--- config.mk ---
export PLATFORM = sky130hd
export DESIGN_NAME = ssg_scan_driver
export DESIGN_NICKNAME = d
export VERILOG_FILES = /design/src/rtl/ssg_scan_driver.sv
export SDC_FILE = /design/constraint.sdc
export NUM_CORES = 1
export LEC_CHECK = 0
export BUFFER_PORTS_ARGS = -buffer_cell sky130_fd_sc_hd__buf_4
export CAP_MARGIN = 5
export CORE_MARGIN = 10
export CORE_UTILIZATION = 50
export CTS_CLUSTER_SIZE = 20
export DETAILED_ROUTE_END_ITERATION = 7
export GPL_ROUTABILITY_DRIVEN = 1
export PLACE_DENSITY = 0.73
export RECOVER_POWER = 100
export SYNTH_ARGS = -nofsm -noshare
export SYNTH_HDL_FRONTEND = slang
export SYNTH_SLANG_ARGS = --single-unit
export TNS_END_PERCENT = 50
--- constraint.sdc ---
create_clock -name clk -period 2.9 [get_ports clk]
set_input_delay 0.29 -clock clk [delete_from_list [all_inputs] [get_ports clk]]
set_output_delay 0.29 -clock clk [all_outputs]
set_load 0.01 [all_outputs]
--- src/rtl/ssg_scan_driver.sv ---
// rtl/ssg_scan_driver.sv - multiplexed common-anode seven-segment scan driver
// Scans one digit per slot with dead time, blink/blank, leading-zero suppression and frame-synchronous capture.
module ssg_scan_driver #(
    parameter int NUM_DIGITS   = 4,
    parameter int REFRESH_DIV  = 100000,
    parameter int DEAD_CYCLES  = 1000,
    parameter int BLINK_FRAMES = 64
) (
    input  logic                      clk,
    input  logic                      rst_n,
    input  logic [4*NUM_DIGITS-1:0]   digits_in,
    input  logic [NUM_DIGITS-1:0]     dp_in,
    input  logic [NUM_DIGITS-1:0]     blank_in,
    input  logic [NUM_DIGITS-1:0]     blink_in,
    input  logic                      lz_en,
    output logic [7:0]                cathode,
    output logic [NUM_DIGITS-1:0]     anode,
    output logic                      frame_tick
);

    localparam int CNT_W = $clog2(REFRESH_DIV);
    localparam int IDX_W = (NUM_DIGITS > 1) ? $clog2(NUM_DIGITS) : 1;
    localparam int FR_W  = (BLINK_FRAMES > 1) ? $clog2(BLINK_FRAMES) : 1;

    localparam logic [CNT_W-1:0] CNT_LAST = CNT_W'(REFRESH_DIV - 1);
    localparam logic [CNT_W-1:0] DEAD_END = CNT_W'(DEAD_CYCLES);
    localparam logic [IDX_W-1:0] IDX_LAST = IDX_W'(NUM_DIGITS - 1);
    localparam logic [FR_W-1:0]  FR_LAST  = FR_W'(BLINK_FRAMES - 1);

    logic [CNT_W-1:0]        cnt;
    logic [IDX_W-1:0]        idx;
    logic [FR_W-1:0]         fcnt;
    logic                    blink_phase;
    logic                    capture_pending;

    logic [4*NUM_DIGITS-1:0] digits_sh;
    logic [NUM_DIGITS-1:0]   dp_sh;
    logic [NUM_DIGITS-1:0]   blank_sh;
    logic [NUM_DIGITS-1:0]   blink_sh;
    logic                    lz_sh;

    logic                    boundary;
    logic [NUM_DIGITS-1:0]   zero_up;
    logic                    run_zero;
    logic [3:0]              nib_sel;
    logic                    dp_sel;
    logic                    dark_sel;
    logic                    sup_sel;
    logic [7:0]              cathode_n;
    logic [NUM_DIGITS-1:0]   anode_n;

    function automatic logic [6:0] seg7(input logic [3:0] nib);
        case (nib)
            4'h0: seg7 = 7'h3F;
            4'h1: seg7 = 7'h06;
            4'h2: seg7 = 7'h5B;
            4'h3: seg7 = 7'h4F;
            4'h4: seg7 = 7'h66;
            4'h5: seg7 = 7'h6D;
            4'h6: seg7 = 7'h7D;
            4'h7: seg7 = 7'h07;
            4'h8: seg7 = 7'h7F;
            4'h9: seg7 = 7'h6F;
            4'hA: seg7 = 7'h77;
            4'hB: seg7 = 7'h7C;
            4'hC: seg7 = 7'h39;
            4'hD: seg7 = 7'h5E;
            4'hE: seg7 = 7'h79;
            default: seg7 = 7'h71;
        endcase
    endfunction

    assign boundary = (cnt == CNT_LAST) && (idx == IDX_LAST);

    // zero_up[i] is set when nibble i and every more significant nibble are zero
    always_comb begin
        zero_up  = '0;
        run_zero = 1'b1;
        for (int i = NUM_DIGITS - 1; i >= 0; i--) begin
            run_zero   = run_zero && (digits_sh[4*i +: 4] == 4'h0);
            zero_up[i] = run_zero;
        end
    end

    always_comb begin
        nib_sel  = 4'h0;
        dp_sel   = 1'b0;
        dark_sel = 1'b0;
        sup_sel  = 1'b0;
        for (int i = 0; i < NUM_DIGITS; i++) begin
            if (idx == IDX_W'(i)) begin
                nib_sel  = digits_sh[4*i +: 4];
                dp_sel   = dp_sh[i];
                dark_sel = blank_sh[i] || (blink_sh[i] && blink_phase);
                sup_sel  = lz_sh && zero_up[i] && (i > 0);
            end
        end
    end

    always_comb begin
        cathode_n = 8'hFF;
        anode_n   = '1;
        if (!(cnt < DEAD_END) && !dark_sel) begin
            cathode_n = ~{dp_sel, (sup_sel ? 7'h00 : seg7(nib_sel))};
            for (int i = 0; i < NUM_DIGITS; i++) begin
                anode_n[i] = (idx != IDX_W'(i));
            end
        end
    end

    always_ff @(posedge clk or negedge rst_n) begin
        if (!rst_n) begin
            cnt             <= '0;
            idx             <= '0;
            fcnt            <= '0;
            blink_phase     <= 1'b0;
            capture_pending <= 1'b1;
            digits_sh       <= '0;
            dp_sh           <= '0;
            blank_sh        <= '0;
            blink_sh        <= '0;
            lz_sh           <= 1'b0;
            cathode         <= 8'hFF;
            anode           <= '1;
            frame_tick      <= 1'b0;
        end else begin
            cathode    <= cathode_n;
            anode      <= anode_n;
            frame_tick <= boundary;

            if (cnt == CNT_LAST) begin
                cnt <= '0;
                idx <= (idx == IDX_LAST) ? '0 : idx + 1'b1;
            end else begin
                cnt <= cnt + 1'b1;
            end

            // Shadow copy only changes between frames so a frame is never torn
            if (capture_pending || boundary) begin
                digits_sh       <= digits_in;
                dp_sh           <= dp_in;
                blank_sh        <= blank_in;
                blink_sh        <= blink_in;
                lz_sh           <= lz_en;
                capture_pending <= 1'b0;
            end

            if (boundary) begin
                if (fcnt == FR_LAST) begin
                    fcnt        <= '0;
                    blink_phase <= ~blink_phase;
                end else begin
                    fcnt <= fcnt + 1'b1;
                end
            end
        end
    end

endmodule
==> metrics.md <==
| Metric | Value |
|---|---|
| Status | complete, but fails checks |
| Violated checks | capacitance limit, slew limit |
| Die area | between 10,000 and 15,000 µm² |
| Predominant post-synthesis flop cell | dfrtp_1 |
| VDD IR max | 0.376 mV |
| Total number of H-tree levels | 3 |
| Post-route DRC | 0 |
| TritonCTS Buffers | 9 |
| Pin count of the biggest net entering global routing | 70 |
| Simple-Gate Fraction of Synth Area | 14.3% |
| Crit path required time | 3.16 ns |
| EDFF count, synth | 0 |
| Worst-skew pair later-pin latency | 0.34 ns |
| CP endpoint kind | flop |
| Fin Clk Skew | 0.00893 ns |
| First-pass GRT wire length | 11,300 µm |
| Core area | 6350 µm² |
| Largest area contributor in the netlist | dfrtp_1 |
| Vias in the first global route | 2,416 |
| Worst-Margin Slew | about 1.6 ns |
| Overall routing resource usage | 13.7% |
| Async S/R FF share, synth | 100% |
| Worst Hold Class | input pin to flop |
| Complex-gate fraction of the synthesized area | 11.1% |
| Crit Path Class | flop to flop |
| Setup_tns | 0 ns |
| Yosys top cell area share | 42.7% |
| Post-Syn Instances | 280 |
| Yosys reg bits | 69 |
| RSZ-0062 raised after global routing | no |
| Final Hold Violating Endpoints | 0 |
| Share of cells above drive strength 1 | approximately 28% |
| Period utilization | 90.5% |
| Max_cap viols | 1 |
| CTS tree | yes |
| Crit path time final | around 2.6 ns |
| Peak Freq | 381 MHz |
| Vias per inst | roughly 5.7 |
| CTS Hold Buffers Added | 0 |
| N_diodes | 0 |
| Max stage delay on crit path | 0.40 ns |
| Via count | 2,340 |
| Drt total wl | 6770 µm |
| Netlist Area Pre-Place | 3290 µm² |
| Clk pin slew, worst setup/hold paths | around 0.080 ns |
| Critical Path AT | between 2 and 3 ns |
| Final core occ | between 60 and 70% |
| 1st-iter DRT viols | 81 |
| Hold WS | 0.171 ns |
| Pwr Density | between 500 and 600 nW/µm² |
| Synth Area in Adders | 4.57% |
| Worst path cell trace | inv_1, ha_1, nor2b_1, a22o_1, o221ai_1, inv_1, ha_1, a21boi_0, a21oi_1, o211ai_1 |
| Finished Cell Area | 3850 µm² |
| Post-cts resize count | 0 |
| Synth Area in XOR/XNOR | 4.00% |
| Placed cell count | 394 |
| Syn Area/Cell | 11.7 µm² |
| DRT antenna net count | 0 |
| Die width | between 100 and 150 µm |
| Leakage | 0.00165 µW |
| IO buf count | between 40 and 50 |
| Worst Path Max Fanout | 10 |
| Count leader, synth | dfrtp_1 |
| Row cnt | 29 |
| Layout area overhead | 17.3% |
| Slew HR | -8.46% |
| Grt total ovfl | 0 |
| CTS Sinks | 69 |
| Most frequent cells after synthesis | dfrtp_1 (56), mux2_2 (30), nand2_1 (22), nand3_1 (15), dfstp_2 (13) |
| Clk buf depth | 2 |
| DP Wirelength | 4930 µm |
| Mux contribution to synthesized area | between 10% and 20% |
| DR pass1 iterations | 4 |
| Register area share after synthesis | 53.0% |
| Synth Net Count | 323 |
| Die Y | between 100 and 150 µm |
| Synth Warn # | 0 |
| Antenna violations before repair | 0 |
| Area contributors post-synth | dfrtp_1 (43%), dfstp_2 (10%), mux2_2 (10%), ha_1 (4.6%), xnor2_1 (2.7%) |
| Routability cong. | 0.814 |
| Post-DR wirelength/cell | 16.5 µm |
| Fin. max-slew vios | 70 |
| Final std cells w/o fill | 410 |
| Area of placed instances | 3690 µm² |
| Slowest cell on crit path | nor2b_1 |
| Largest family of logic cells by synthesized area | simple AND/OR/NAND/NOR gates |
| Post-CTS Setup Bufs | 0 |
| Final setup violation count | 0 |
| Initial core utilization | 51.7% |
| Fillers | 535 |
| Final net count | 371 |
| CTS root buf | clkbuf_8 |
| Yosys cell types | 56 |
| Crit start category | flop |
| IO Count | 44 |
[report_power, final]
part	internal, µW	switching, µW	leakage (µW)
Sequential	1000	30.1	0.000838
Combinational	90.2	83.2	0.000693
Clock	575	380	0.000116
Total	1670	494	0.00165
[worst paths after layout]
check | from | end | slack, ns | depth (start not counted)
worst min-delay path | blank_in[1] | blank_sh[1]$_DFFE_PN0P_ | 0.17 | 2
worst min register to register | cnt[12]$_DFF_PN0_ | cnt[12]$_DFF_PN0_ | 0.49 | 1
worst max-delay path | idx[1]$_DFFE_PN0N_ | cathode[3]$_DFF_PN1_ | 0.28 | 10
max in group asynchronous | rst_n | cnt[12]$_DFF_PN0_ | 1.57 | 1
worst max register to register | idx[1]$_DFFE_PN0N_ | cathode[3]$_DFF_PN1_ | 0.28 | 10
min in group asynchronous | rst_n | dp_sh[1]$_DFFE_PN0P_ | 0.35 | 1
[flip-flops by register name, indices dropped and copies added, names as in the netlist]
name	count
dp_sh	4
fcnt	6
blink_phase	1
blank_sh	4
cnt	17
anode	4
blink_sh	4
idx	2
capture_pending	1
frame_tick	1
cathode	8
digits_sh	16
lz_sh	1
[critical path, delay by kind of cell (launching register included)]
kind	cells	cell delay, ns
flip-flops	1	0.38
AO/OA/AOI/OAI	5	1.01
AND/OR/NAND/NOR	1	0.40
adder cells (fa/ha/maj)	2	0.47
buffers and inverters	2	0.28
[per-layer routing]
layer | global-route usage, % | routed length [µm] | up-vias | share of wire (%)
met2 | 22.9 | 3330 | 54 | 49
met1 | 16.0 | 2930 | 1155 | 43
met5 | 0 | 0 | - | 0
li1 | - | - | 1123 | -
met3 | 4.46 | 432 | 8 | 6.4
met4 | 5.25 | 74 | 0 | 1.1
[stage by stage]
step | total power, µW | setup WS, ns
5_1_grt | 2250 | 0.0708
6_report | 2160 | 0.276
3_5_place_dp | 1230 | 0.392
2_1_floorplan | 1150 | 0.678
3_3_place_gp | 1230 | 0.596
4_1_cts | 2190 | 0.302
[placed cells by master, fill, tap and decap left out, drive strengths merged, types with 4 or more instances in the layout]
cell / synthesis / routed
ha: 12 / 12
buf: 4 / 29
nor3: 5 / 5
nand2: 23 / 23
nand2b: 4 / 4
o211ai: 7 / 7
dfrtp: 56 / 56
nor2: 11 / 11
a21o: 5 / 5
nand3: 15 / 15
a21oi: 6 / 6
xor2: 5 / 5
inv: 7 / 8
xnor2: 10 / 10
mux2: 30 / 30
nor4: 5 / 5
o21ai: 8 / 8
clkbuf: 4 / 25
dfstp: 13 / 13
[layout make-up]
| class | instances | area, µm² | area share [%] |
|---|---|---|---|
| Tap cell | 77 | 96.3 | 2.50 |
| Timing Repair Buffer | 45 | 280 | 7.27 |
| Sequential cell | 69 | 1740 | 45.2 |
| Inverter | 7 | 26.3 | 0.682 |
| Multi-Input combinational cell | 196 | 1460 | 37.9 |
| Clock buffer | 9 | 124 | 3.21 |
| Clock inverter | 7 | 123 | 3.18 |
[kinds of logic after synthesis]
family / count (synthesis)
muxes: 32
DFF: 69
xor gates and xnor gates: 15
and+or+nand+nor: 86
AOI/OAI and AO/OA: 50
adders and majority gates: 12
other: 1
buffers and inverters: 15
Power figures use the tool's default switching activity.
